$ cat src/rtl/gfx_font_pkg.sv
// Shared font/glyph constants, shifter state encoding and ROM address builder.
// GLYPH_SHIFTER_ATTR_EN widens the pixel output to a 4-bit colour index.
package gfx_font_pkg;

    localparam int GLYPH_W      = 8;
    localparam int GLYPH_ROWS   = 16;
    localparam int FONT_ADDR_W  = 12;
    localparam int FONT_ROM_LAT = 2;

    localparam int ROW_W  = $clog2(GLYPH_ROWS);
    localparam int CODE_W = FONT_ADDR_W - ROW_W;
    localparam int CNT_W  = $clog2(GLYPH_W);
    localparam int ATTR_W = 8;

`ifdef GLYPH_SHIFTER_ATTR_EN
    localparam int PIX_W = 4;
`else
    localparam int PIX_W = 1;
`endif

    typedef enum logic [1:0] {
        IDLE,
        FILL,
        RUN
    } state_t;

    function automatic logic [FONT_ADDR_W-1:0] font_addr(
        input logic [CODE_W-1:0] code,
        input logic [ROW_W-1:0]  row
    );
        return {code, row};
    endfunction

endpackage

$ cat src/rtl/glyph_shifter_if.sv
// Character offer handshake into the glyph shifter (code, row, optional attribute, flush).
// char_attr exists only when GLYPH_SHIFTER_ATTR_EN is defined.
interface glyph_shifter_if;
    import gfx_font_pkg::*;

    logic              char_valid;
    logic              char_ready;
    logic [CODE_W-1:0] char_code;
    logic [ROW_W-1:0]  char_row;
    logic              flush;
`ifdef GLYPH_SHIFTER_ATTR_EN
    logic [ATTR_W-1:0] char_attr;

    modport master (
        output char_valid, char_code, char_row, char_attr, flush,
        input  char_ready
    );
    modport slave (
        input  char_valid, char_code, char_row, char_attr, flush,
        output char_ready
    );
`else
    modport master (
        output char_valid, char_code, char_row, flush,
        input  char_ready
    );
    modport slave (
        input  char_valid, char_code, char_row, flush,
        output char_ready
    );
`endif

endinterface

$ cat src/rtl/glyph_shifter.sv
// Text-mode pixel serializer: fetches a glyph row from the 2-cycle font ROM and shifts it out MSB-first.
// Optional GLYPH_SHIFTER_ATTR_EN turns each pixel into a 4-bit fg/bg colour index.
module glyph_shifter
    import gfx_font_pkg::*;
(
    input  logic                   clk,
    input  logic                   rst,
    glyph_shifter_if.slave         char_bus,
    output logic                   rom_enable,
    output logic                   rom_next,
    output logic [FONT_ADDR_W-1:0] rom_addr,
    input  logic [GLYPH_W-1:0]     rom_data,
    output logic                   pix_valid,
    output logic [PIX_W-1:0]       pix,
    output logic                   underrun
);

    // Offering at this count lands the fetched row exactly on the last pixel.
    localparam logic [CNT_W-1:0] CNT_LAST  = CNT_W'(GLYPH_W - 1);
    localparam logic [CNT_W-1:0] CNT_OFFER = CNT_W'(GLYPH_W - 1 - FONT_ROM_LAT);

    state_t                  state;
    state_t                  state_nxt;
    logic [CNT_W-1:0]        cnt;
    logic [CNT_W-1:0]        cnt_nxt;
    logic                    underrun_nxt;
    logic                    ready;
    logic                    accept;
    logic                    load;
    logic [FONT_ROM_LAT:1]   vld_p;
    logic [GLYPH_W-1:0]      shift;
    logic [GLYPH_W-1:0]      shift_nxt;
    logic [PIX_W-1:0]        pix_nxt;
`ifdef GLYPH_SHIFTER_ATTR_EN
    logic [ATTR_W-1:0]       attr_p1;
    logic [ATTR_W-1:0]       attr_cur;
    logic [ATTR_W-1:0]       attr_nxt;
`endif

    assign ready               = (state == IDLE) || (state == RUN && cnt == CNT_OFFER);
    assign char_bus.char_ready = ready;
    assign accept              = char_bus.char_valid & ready & ~char_bus.flush;
    assign rom_enable          = accept;
    assign rom_addr            = font_addr(char_bus.char_code, char_bus.char_row);
    assign load                = vld_p[FONT_ROM_LAT] & ~char_bus.flush;

    always_comb begin
        state_nxt    = state;
        cnt_nxt      = cnt;
        underrun_nxt = 1'b0;
        case (state)
            IDLE: begin
                if (accept) state_nxt = FILL;
            end
            FILL: begin
                if (load) begin
                    state_nxt = RUN;
                    cnt_nxt   = '0;
                end
            end
            RUN: begin
                cnt_nxt = cnt + 1'b1;
                if (cnt == CNT_LAST) begin
                    if (load) begin
                        cnt_nxt = '0;
                    end else begin
                        state_nxt    = IDLE;
                        underrun_nxt = 1'b1;
                    end
                end
            end
            default: state_nxt = IDLE;
        endcase
        // Abort discards the outstanding fetch and suppresses the starvation pulse.
        if (char_bus.flush) begin
            state_nxt    = IDLE;
            underrun_nxt = 1'b0;
        end
    end

    always_comb begin
        shift_nxt = shift;
        if (load) begin
            shift_nxt = rom_data;
        end else if (state == RUN) begin
            shift_nxt = shift << 1;
        end
`ifdef GLYPH_SHIFTER_ATTR_EN
        attr_nxt = load ? attr_p1 : attr_cur;
        pix_nxt  = shift_nxt[GLYPH_W-1] ? attr_nxt[7:4] : attr_nxt[3:0];
`else
        pix_nxt  = shift_nxt[GLYPH_W-1];
`endif
        if (state_nxt != RUN) pix_nxt = '0;
    end

    // Stage boundary: control state, fetch-valid pipeline and registered pixel output.
    always_ff @(posedge clk or posedge rst) begin
        if (rst) begin
            state     <= IDLE;
            cnt       <= '0;
            vld_p     <= '0;
            rom_next  <= 1'b0;
            pix_valid <= 1'b0;
            pix       <= '0;
            underrun  <= 1'b0;
        end else begin
            state     <= state_nxt;
            cnt       <= cnt_nxt;
            vld_p     <= {vld_p[FONT_ROM_LAT-1:1] & {(FONT_ROM_LAT-1){~char_bus.flush}}, accept};
            rom_next  <= rom_enable;
            pix_valid <= (state_nxt == RUN);
            pix       <= pix_nxt;
            underrun  <= underrun_nxt;
        end
    end

    // Stage boundary: glyph shifter and attribute hold registers (data only).
    always_ff @(posedge clk) begin
        shift <= shift_nxt;
`ifdef GLYPH_SHIFTER_ATTR_EN
        if (accept) attr_p1 <= char_bus.char_attr;
        attr_cur <= attr_nxt;
`endif
    end

endmodule
$ cat src/flat_wrapper.sv
// flat-port wrapper written by rule: the top's interface ports become plain ports
module glyph_shifter_flat import gfx_font_pkg::*;
  (clk, rst, rom_enable, rom_next, rom_addr, rom_data, pix_valid, pix, underrun, char_bus_char_valid, char_bus_char_code, char_bus_char_row, char_bus_flush, char_bus_char_ready);
  glyph_shifter_if char_bus_i ();
  input  logic clk;
  input  logic rst;
  output logic rom_enable;
  output logic rom_next;
  output logic [FONT_ADDR_W-1:0] rom_addr;
  input  logic [GLYPH_W-1:0] rom_data;
  output logic pix_valid;
  output logic [PIX_W-1:0] pix;
  output logic underrun;
  input wire logic [$bits(char_bus_i.char_valid)-1:0] char_bus_char_valid;
  input wire logic [$bits(char_bus_i.char_code)-1:0] char_bus_char_code;
  input wire logic [$bits(char_bus_i.char_row)-1:0] char_bus_char_row;
  input wire logic [$bits(char_bus_i.flush)-1:0] char_bus_flush;
  output wire logic [$bits(char_bus_i.char_ready)-1:0] char_bus_char_ready;
  assign char_bus_i.char_valid = char_bus_char_valid;
  assign char_bus_i.char_code = char_bus_char_code;
  assign char_bus_i.char_row = char_bus_char_row;
  assign char_bus_i.flush = char_bus_flush;
  assign char_bus_char_ready = char_bus_i.char_ready;
  glyph_shifter u_core (.clk(clk), .rst(rst), .char_bus(char_bus_i), .rom_enable(rom_enable), .rom_next(rom_next), .rom_addr(rom_addr), .rom_data(rom_data), .pix_valid(pix_valid), .pix(pix), .underrun(underrun));
endmodule
$ cat config.mk
export PLATFORM = sky130hd
export DESIGN_NAME = glyph_shifter_flat
export DESIGN_NICKNAME = d
export VERILOG_FILES = /design/src/rtl/gfx_font_pkg.sv /design/src/rtl/glyph_shifter_if.sv /design/src/rtl/glyph_shifter.sv /design/src/flat_wrapper.sv
export SDC_FILE = /design/constraint.sdc
export NUM_CORES = 1
export LEC_CHECK = 0
export ABC_AREA = 1
export ABC_CLOCK_PERIOD_IN_PS = 1100
export BUFFER_PORTS_ARGS = -buffer_cell sky130_fd_sc_hd__buf_2
export CAP_MARGIN = 10
export CORE_MARGIN = 2
export CORE_UTILIZATION = 41
export CTS_BUF_LIST = sky130_fd_sc_hd__clkbuf_16
export DETAILED_ROUTE_END_ITERATION = 10
export PLACE_DENSITY = 0.85
export SLEW_MARGIN = 20
export SYNTH_ARGS = -nofsm -noshare
export SYNTH_HDL_FRONTEND = slang
export SYNTH_SLANG_ARGS = --single-unit
$ cat constraint.sdc
create_clock -name clk -period 1.1 [get_ports clk]
set_input_delay 0 -clock clk [delete_from_list [all_inputs] [get_ports clk]]
set_output_delay 0 -clock clk [all_outputs]
set_load 0.1 [all_outputs]
==> results_tabular.tex, run 1 <==
\begin{tabular}{lr}
\hline
Metric & Value \\
\hline
\multicolumn{2}{l}{\textbf{Outcome}} \\
Result of the run & finished with violations \\
Violated checks & setup timing \\
\multicolumn{2}{l}{\textbf{Placed design}} \\
Gp weighted congestion & about 0.8 \\
Port Buffer Count & 17 \\
Detailed-placement wirelength estimate & between 1000 and 1500 um \\
Number of placed instances, taps included & between 100 and 150 \\
Instance area at placement & approximately 1000 sq um \\
\multicolumn{2}{l}{\textbf{Timing}} \\
Rel. slew slack & 0.678 \\
Minimum clock period & approximately 1.3 ns \\
Hold slack final & roughly 0.000044 ns \\
Final hold violation count & 0 \\
Maximum operating frequency & 784 MHz \\
Final setup margin & -0.176 ns \\
Transition time of the tightest slew-check pin & around 0.5 ns \\
Setup Viol. Count Final & 8 \\
Clock skew after layout & between 0.003 and 0.004 ns \\
Fin crit share & 1.16 \\
Setup repair after global routing missed its margin & true \\
Pins over their slew limit & 0 \\
\multicolumn{2}{l}{\textbf{Synthesis}} \\
Xor/xnor share of the synthesized area & 0 \\
Area contributors post-synth & dfrtp\_1, edfxtp\_1, buf\_4 \\
Complex-gate fraction of the synthesized area & 0.0313 \\
Adder-cell share of the synthesized area & 0.0408 \\
Post-synthesis net count & about 130 \\
Combinational family with the most area after synthesis & simple AND/OR/NAND/NOR gates \\
Mux cell area share after synthesis & 0 \\
Count of distinct cell types in the synthesized netlist & 19 \\
Share of the synthesized area in the top cell type & 0.272 \\
Most area-hungry cell type in the Yosys netlist & dfrtp\_1 \\
Post-synthesis sequential element count & 18 \\
Gate count of the mapped netlist & 99 \\
Synth Area in Simple Gates & 0.247 \\
Yosys warning total & 0 \\
Post-Synthesis Mean Instance Area & roughly 9.3 sq um \\
Post-synthesis cell area & around 920 sq um \\
Register area share after synthesis & 0.522 \\
\multicolumn{2}{l}{\textbf{Floorplan}} \\
Initial Util & 0.424 \\
Core footprint & 2170 sq um \\
Count of pins on the block boundary & 42 \\
Die ar. & 2640 sq um \\
Die boundary width & slightly above 50 um \\
Row count & 17 \\
Die extent in y & slightly above 50 um \\
\multicolumn{2}{l}{\textbf{Worst hold path}} \\
Worst min-delay path class & input pin to output port \\
Launch point of the worst hold path & char\_bus\_char\_code[6] \\
Min-Delay Path Depth & 0 \\
Hold-critical path endpoint & rom\_addr[10] \\
\multicolumn{2}{l}{\textbf{Power}} \\
Peak VDD IR & about 0.85 mV \\
Total power & approximately 1900 uW \\
Ratio of total power to cell area & about 1600 nW/um\^{}2 \\
Leakage power & between 0.0006 and 0.0007 uW \\
\multicolumn{2}{l}{\textbf{Clock tree}} \\
Clock Path Buffers & 2 \\
Number of buffers inserted during clock tree synthesis & 3 \\
H-Tree Depth & 1 \\
Clock tree from TritonCTS & done \\
Total number of clock tree sinks & 18 \\
Insertion delay to the later sink of the worst-skew pair & between 0.2 and 0.3 ns \\
Clock root buffer master & clkbuf\_16 \\
Clk pin slew, worst setup/hold paths & 0.05 ns \\
\multicolumn{2}{l}{\textbf{Global route}} \\
Global routing met3 resource utilization & 0.0497 \\
Met2 layer usage reported by global route & 0.254 \\
Number of antenna violations at the first check in global routing & 0 \\
Maximum number of pins on one net before global-route repair & 13 \\
Global-route wire length before repair & 2750 um \\
Global-route congestion overflow total & 0 \\
Via count of the first global-routing pass & 681 \\
All-layer global routing usage & 0.146 \\
Met1 Resource Use GR & 0.148 \\
Most used routing layer in global routing & met2 \\
\multicolumn{2}{l}{\textbf{Drt}} \\
Wirelength per Cell & roughly 12 um \\
Number of DRC violations after detailed routing & 0 \\
Initial DRC count & 4 \\
Detail-routed via count per cell & between 4 and 5 \\
First drt pass iteration count & 2 \\
Routed wire length & 1750 um \\
Antenna Nets Post-Route & 0 \\
Total number of vias & slightly below 700 \\
\multicolumn{2}{l}{\textbf{Finish}} \\
Fraction of the core area covered by cells at the end of the flow & 0.572 \\
Relative area change from synthesis to final layout & 34.6\% \\
Filler Cell Count & 199 \\
Number of nets in the final layout & approximately 150 \\
Diodes inserted & 0 \\
Area of all sequential standard cells & 482 sq um \\
Ratio of cells with drive above 1 in the final layout & 0.504 \\
Footprint of the multi-input gates & between 300 and 400 sq um \\
Final Instance Count excl. Fillers & 145 \\
Summed area of non-filler cells in the final layout & 1240 sq um \\
\multicolumn{2}{l}{\textbf{Critical path}} \\
CP max FO & 3 \\
RR Startpoint & u\_core.cnt[1] \\
Data arrival time of the critical path & 1.28 ns \\
CP Data Required Time & $\sim$1.1 ns \\
FF-to-FF End & u\_core.pix \\
Worst Path Class, Setup & flop to output port \\
R2r setup slk & -0.15 ns \\
Critical Path Start Type & flop \\
Sort of element at the end of the critical path & output port \\
Reg2reg path depth & 6 \\
\multicolumn{2}{l}{\textbf{Job}} \\
Number of maximum-capacitance constraint violations & 0 \\
\hline
\end{tabular}
==> final cells by class <==
cell class / count / share of cell area
clock buffers: 3 / 0.0605
clock inverters: 1 / 0.00303
inverters: 12 / 0.0383
multi-input cells: 56 / 0.316
flip-flops and latches: 18 / 0.388
well taps: 28 / 0.0283
repair buffers: 27 / 0.165
==> what timing repair did <==
item,CTS,global route
endpoints found under the setup margin,14,23
hold buffers,1,0
gates resized for setup,3,16
buffers inserted,1,2
endpoints found under the hold margin,10,0
pin swaps,2,7
==> critical path, cell delays in order, from the launching register on <==
cell and delay (ns):
dfrtp_1 0.40, ha_2 0.21, a21oi_4 0.19, nor2_4 0.06
buf_12 0.16
==> cells in the final DEF (no fill, tap or decap), types with 2 or more instances in the layout <==
| master | n |
|---|---|
| nand2_1 | 13 |
| inv_1 | 8 |
| nand3_1 | 11 |
| a21oi_2 | 2 |
| ha_2 | 2 |
| inv_2 | 3 |
| buf_4 | 8 |
| nor2_1 | 4 |
| dfrtp_1 | 9 |
| nand2_2 | 10 |
| nor2_4 | 3 |
| edfxtp_1 | 7 |
| buf_12 | 3 |
| clkbuf_16 | 3 |
| buf_2 | 15 |
| nand2_4 | 3 |
==> where the power goes <==
group	total [uW]	leakage (uW)	switching, uW	internal (uW)
combinational	408	0.000364	217	192
clock	724	0.0000385	241	483
sequential	806	0.000206	49.3	756
total	1940	0.000608	507	1430
==> routing by layer <==
metal / vias up / routed length, um / share of wire
li1: 340 / - / -
met1: 306 / 635 / 0.36
met2: 23 / 928 / 0.53
met3: 4 / 135 / 0.077
met4: 0 / 49 / 0.028
met5: - / 0 / 0
==> metrics by stage <==
step	setup slack, ns	setup TNS (ns)
6_report	-0.176	-1.03
5_1_grt	-0.225	-1.56
4_1_cts	-0.177	-1.13
3_5_place_dp	-0.118	-0.644
3_3_place_gp	-0.0682	-0.135
2_1_floorplan	-0.249	-0.581
==> cells by family (layout without fill, tap and decap cells) <==
| group | after synthesis | after routing |
|---|---|---|
| AND/OR/NAND/NOR | 48 | 48 |
| adder cells (fa/ha/maj) | 3 | 3 |
| flip-flops | 18 | 18 |
| AO/OA/AOI/OAI | 5 | 5 |
| buffers and inverters | 25 | 43 |
==> worst max-delay path by stage <==
stage | startpoint | to | slack [ns]
floorplan | u_core.cnt[1] | u_core.vld_p[1] | -0.25
global placement | u_core.cnt[0] | u_core.pix | -0.07
detailed placement | u_core.cnt[0] | u_core.pix | -0.12
CTS | u_core.cnt[0] | rom_enable | -0.18
global route | u_core.cnt[1] | rom_enable | -0.22
finish | u_core.cnt[0] | rom_enable | -0.18
==> synth_stat cells (all sizes together) <==
master and count:
edfxtp 7, dfrtp 10, or2 1, buf 13, ha 3, nor3 1, nor2 7, dfxtp 1
inv 12, o21ai 2, a21oi 3, nand2 26, nand3 13
==> registers in the layout (all words and copies together) (netlist names) <==
| signal | count |
|---|---|
| u_core.pix_valid | 1 |
| u_core.underrun | 1 |
| u_core.cnt | 3 |
| u_core.pix | 1 |
| u_core.shift | 8 |
| u_core.state | 2 |
| u_core.vld_p | 2 |
No activity file was read; power rests on OpenSTA's default activity.
==> run 2, diff against run 1 <==
--- a/config.mk
+++ b/config.mk
@@ -6,14 +6,14 @@
 export NUM_CORES = 1
 export LEC_CHECK = 0
 export ABC_AREA = 1
-export ABC_CLOCK_PERIOD_IN_PS = 1100
+export ABC_CLOCK_PERIOD_IN_PS = 1500
 export BUFFER_PORTS_ARGS = -buffer_cell sky130_fd_sc_hd__buf_2
 export CAP_MARGIN = 10
 export CORE_MARGIN = 2
-export CORE_UTILIZATION = 41
+export CORE_UTILIZATION = 49
 export CTS_BUF_LIST = sky130_fd_sc_hd__clkbuf_16
 export DETAILED_ROUTE_END_ITERATION = 10
-export PLACE_DENSITY = 0.85
+export PLACE_DENSITY = 0.94
 export SLEW_MARGIN = 20
 export SYNTH_ARGS = -nofsm -noshare
 export SYNTH_HDL_FRONTEND = slang
==> constraint.sdc (replaced) <==
create_clock -name clk -period 1.5 [get_ports clk]
set_input_delay 0 -clock clk [delete_from_list [all_inputs] [get_ports clk]]
set_output_delay 0 -clock clk [all_outputs]
set_load 0.1 [all_outputs]
==> run 2 against run 1 <==
  * The run now ends clean
  * Sequential power decreased by 27%
  * Register-to-register slack improved by 0.29 ns
  * Non-clock buffer count decreased by 9
  * Critical path type unchanged
==> results_tabular.tex, run 2 (synthesized netlist as in run 1, its figures left out) <==
\begin{tabular}{lr}
\hline
Metric & Value \\
\hline
\multicolumn{2}{l}{\textbf{Timing}} \\
Final hold violation count & 0 (unchanged) \\
Setup Viol. Count Final & 0 (-8) \\
Setup repair after global routing missed its margin & false \\
Maximum operating frequency & $\sim$680 MHz \\
Rel. slew slack & 0.678 (about the same) \\
Transition time of the tightest slew-check pin & 0.486 ns (-0.000499 ns) \\
Fin crit share & 0.978 \\
Pins over their slew limit & 0 (unchanged) \\
Clock skew after layout & 0.000970 ns (-0.00231 ns) \\
Minimum clock period & 1.47 ns \\
Final setup margin & 0.0333 ns (+0.209 ns) \\
\multicolumn{2}{l}{\textbf{Critical path}} \\
Crit path buf inv count & 1 (unchanged) \\
Max stage delay on crit path & 0.42 ns (+0.02 ns) \\
Cell-by-cell trace of the critical path & ha\_1, a21oi\_1, nor2\_2, buf\_4 \\
FF-to-FF End & u\_core.pix \\
Reg2reg path depth & 5 (-1) \\
Critical Path Start Type & flop \\
Worst Path Class, Setup & flop to output port \\
RR Startpoint & u\_core.cnt[0] \\
Crit path max-delay cell type & dfrtp\_1 \\
CP max FO & 4 (+1) \\
Kind of cell adding the most delay to the critical path & flip-flops \\
Sort of element at the end of the critical path & output port \\
CP Data Required Time & 1.50 ns (+0.40 ns) \\
R2r setup slk & 0.14 ns (+0.29 ns) \\
Data arrival time of the critical path & 1.47 ns (+0.19 ns) \\
\multicolumn{2}{l}{\textbf{Clock tree}} \\
Clk pin slew, worst setup/hold paths & 0.05 ns (about the same) \\
Clock tree from TritonCTS & done \\
Clock Path Buffers & 2 (unchanged) \\
Insertion delay to the later sink of the worst-skew pair & 0.25 ns (about the same) \\
Number of buffers inserted during clock tree synthesis & 3 (unchanged) \\
Total number of clock tree sinks & 18 (unchanged) \\
Clock root buffer master & clkbuf\_16 \\
H-Tree Depth & 1 (unchanged) \\
Setup Buffers After CTS & 0 (-1) \\
\multicolumn{2}{l}{\textbf{Placed design}} \\
Instance area at placement & 956 sq um (-8.9\%) \\
Port Buffer Count & 17 (unchanged) \\
Gp weighted congestion & 0.899 (+15\%) \\
Detailed-placement wirelength estimate & 1230 um (-3.6\%) \\
Setup Slack @ Placement & 0.170 ns (+0.287 ns) \\
Number of placed instances, taps included & 128 (-6.6\%) \\
\multicolumn{2}{l}{\textbf{Finish}} \\
Ratio of cells with drive above 1 in the final layout & 0.306 (-0.199) \\
Biggest registers after layout & u\_core.shift: 8 flops, u\_core.cnt: 3 flops \\
Fraction of the core area covered by cells at the end of the flow & 0.600 (+0.0285) \\
Final Instance Count excl. Fillers & 133 (-8.3\%) \\
Highest-count cells in the layout ignoring fill and taps & nand2\_1, buf\_2, nand3\_1 \\
Filler Cell Count & 163 (-18\%) \\
Largest register FFs & 8 (unchanged) \\
Biggest register & u\_core.shift \\
Diodes inserted & 0 (unchanged) \\
Relative area change from synthesis to final layout & 13.7\% \\
Commonest non-fill, non-tap cell in the layout & nand2\_1 \\
Summed area of non-filler cells in the final layout & 1050 sq um (-16\%) \\
Number of nets in the final layout & 136 (-6.2\%) \\
\multicolumn{2}{l}{\textbf{Floorplan}} \\
Core footprint & 1750 sq um (-20\%) \\
Die extent in y & 47.4 um (-7.9\%) \\
Die boundary width & 47.4 um (-7.9\%) \\
Die ar. & 2240 sq um (-15\%) \\
Initial Util & 0.528 (+0.103) \\
Count of pins on the block boundary & 42 (unchanged) \\
Row count & 15 (-2) \\
\multicolumn{2}{l}{\textbf{Drt}} \\
First drt pass iteration count & 4 (+2) \\
Detail-routed via count per cell & 4.86 (+4.8\%) \\
Wirelength per Cell & 12.4 um (+3.1\%) \\
Routed wire length & 1650 um (-5.4\%) \\
Initial DRC count & 4 (unchanged) \\
Total number of vias & 647 (-3.9\%) \\
Number of DRC violations after detailed routing & 0 (unchanged) \\
Antenna Nets Post-Route & 0 (unchanged) \\
\multicolumn{2}{l}{\textbf{Power}} \\
Ratio of total power to cell area & 1250 nW/um\^{}2 (-20\%) \\
Total power & 1310 uW (-32\%) \\
Peak VDD IR & 0.803 mV (-5.4\%) \\
Leakage power & 0.000543 uW (-11\%) \\
\multicolumn{2}{l}{\textbf{Global route}} \\
Via count of the first global-routing pass & 657 (-3.5\%) \\
Number of antenna violations at the first check in global routing & 0 (unchanged) \\
All-layer global routing usage & 0.174 (+0.0282) \\
Maximum number of pins on one net before global-route repair & 13 (unchanged) \\
Global-route congestion overflow total & 0 (unchanged) \\
Global-route wire length before repair & 2700 um (-1.5\%) \\
\multicolumn{2}{l}{\textbf{Outcome}} \\
Result of the run & finished, final reports clean \\
\multicolumn{2}{l}{\textbf{Job}} \\
Number of maximum-capacitance constraint violations & 0 (unchanged) \\
\multicolumn{2}{l}{\textbf{Worst hold path}} \\
Min-Delay Path Depth & 0 (unchanged) \\
Launch point of the worst hold path & char\_bus\_char\_code[6] \\
Worst min-delay path class & input pin to output port \\
Hold-critical path endpoint & rom\_addr[10] \\
\hline
\end{tabular}
-- run 2: worst max-delay path by stage --
stage                          endpoint       startpoint  slack, ns  cells after the start
finish              char_bus_char_ready    u_core.cnt[0]       0.03                      4
global route        char_bus_char_ready    u_core.cnt[0]       0.02                      4
CTS                 char_bus_char_ready    u_core.cnt[0]       0.05                      4
detailed placement           u_core.pix    u_core.cnt[0]       0.17                      5
global placement             u_core.pix    u_core.cnt[0]       0.28                      5
floorplan               u_core.vld_p[1]  u_core.state[0]      -0.18                      3
-- run 2: repair_timing --
action	CTS	global route
gates resized for setup	1	0
hold endpoints to repair	10	0
endpoints found under the setup margin	1	0
hold buffers	1	0
-- run 2: routing by layer --
metal	GRT usage	routed length, um	vias up
li1	-	-	320
met1	0.198	671	292
met5	0	0	-
met4	0.0556	16	0
met2	0.316	837	32
met3	0.0423	128	3
-- run 2: final cells by class --
type	instances	area (sq um)	share of cell area
clock buffer	3	75.1	0.0717
tap	25	31.3	0.0299
inverter	12	45.0	0.0430
timing repair buffer	18	113	0.108
clock inverter	1	3.75	0.00358
multi-input combinational	56	299	0.286
sequential	18	480	0.459
-- run 2: worst register-to-register path, stage by stage (launching register included) --
cell and delay, ns:
dfrtp_1 0.42, ha_1 0.22, ha_1 0.22, a21oi_1 0.20, nand2_2 0.10, nor2_1 0.12
-- run 2: power breakdown --
| group | internal [uW] | total, uW | switching, uW | leakage (uW) |
|---|---|---|---|---|
| sequential | 555 | 591 | 36.2 | 0.000208 |
| clock | 354 | 523 | 169 | 0.0000385 |
| combinational | 68.4 | 195 | 127 | 0.000296 |
| total | 977 | 1310 | 332 | 0.000543 |
-- run 2: metrics by stage --
stage | hold slack [ns] | TNS (ns)
after floorplan | -0.160 | -0.185
after global placement | -0.0217 | 0
after detailed placement | -0.00504 | 0
after CTS | 0.000681 | 0
after global routing | 0.000143 | 0
final | 0.0000339 | 0
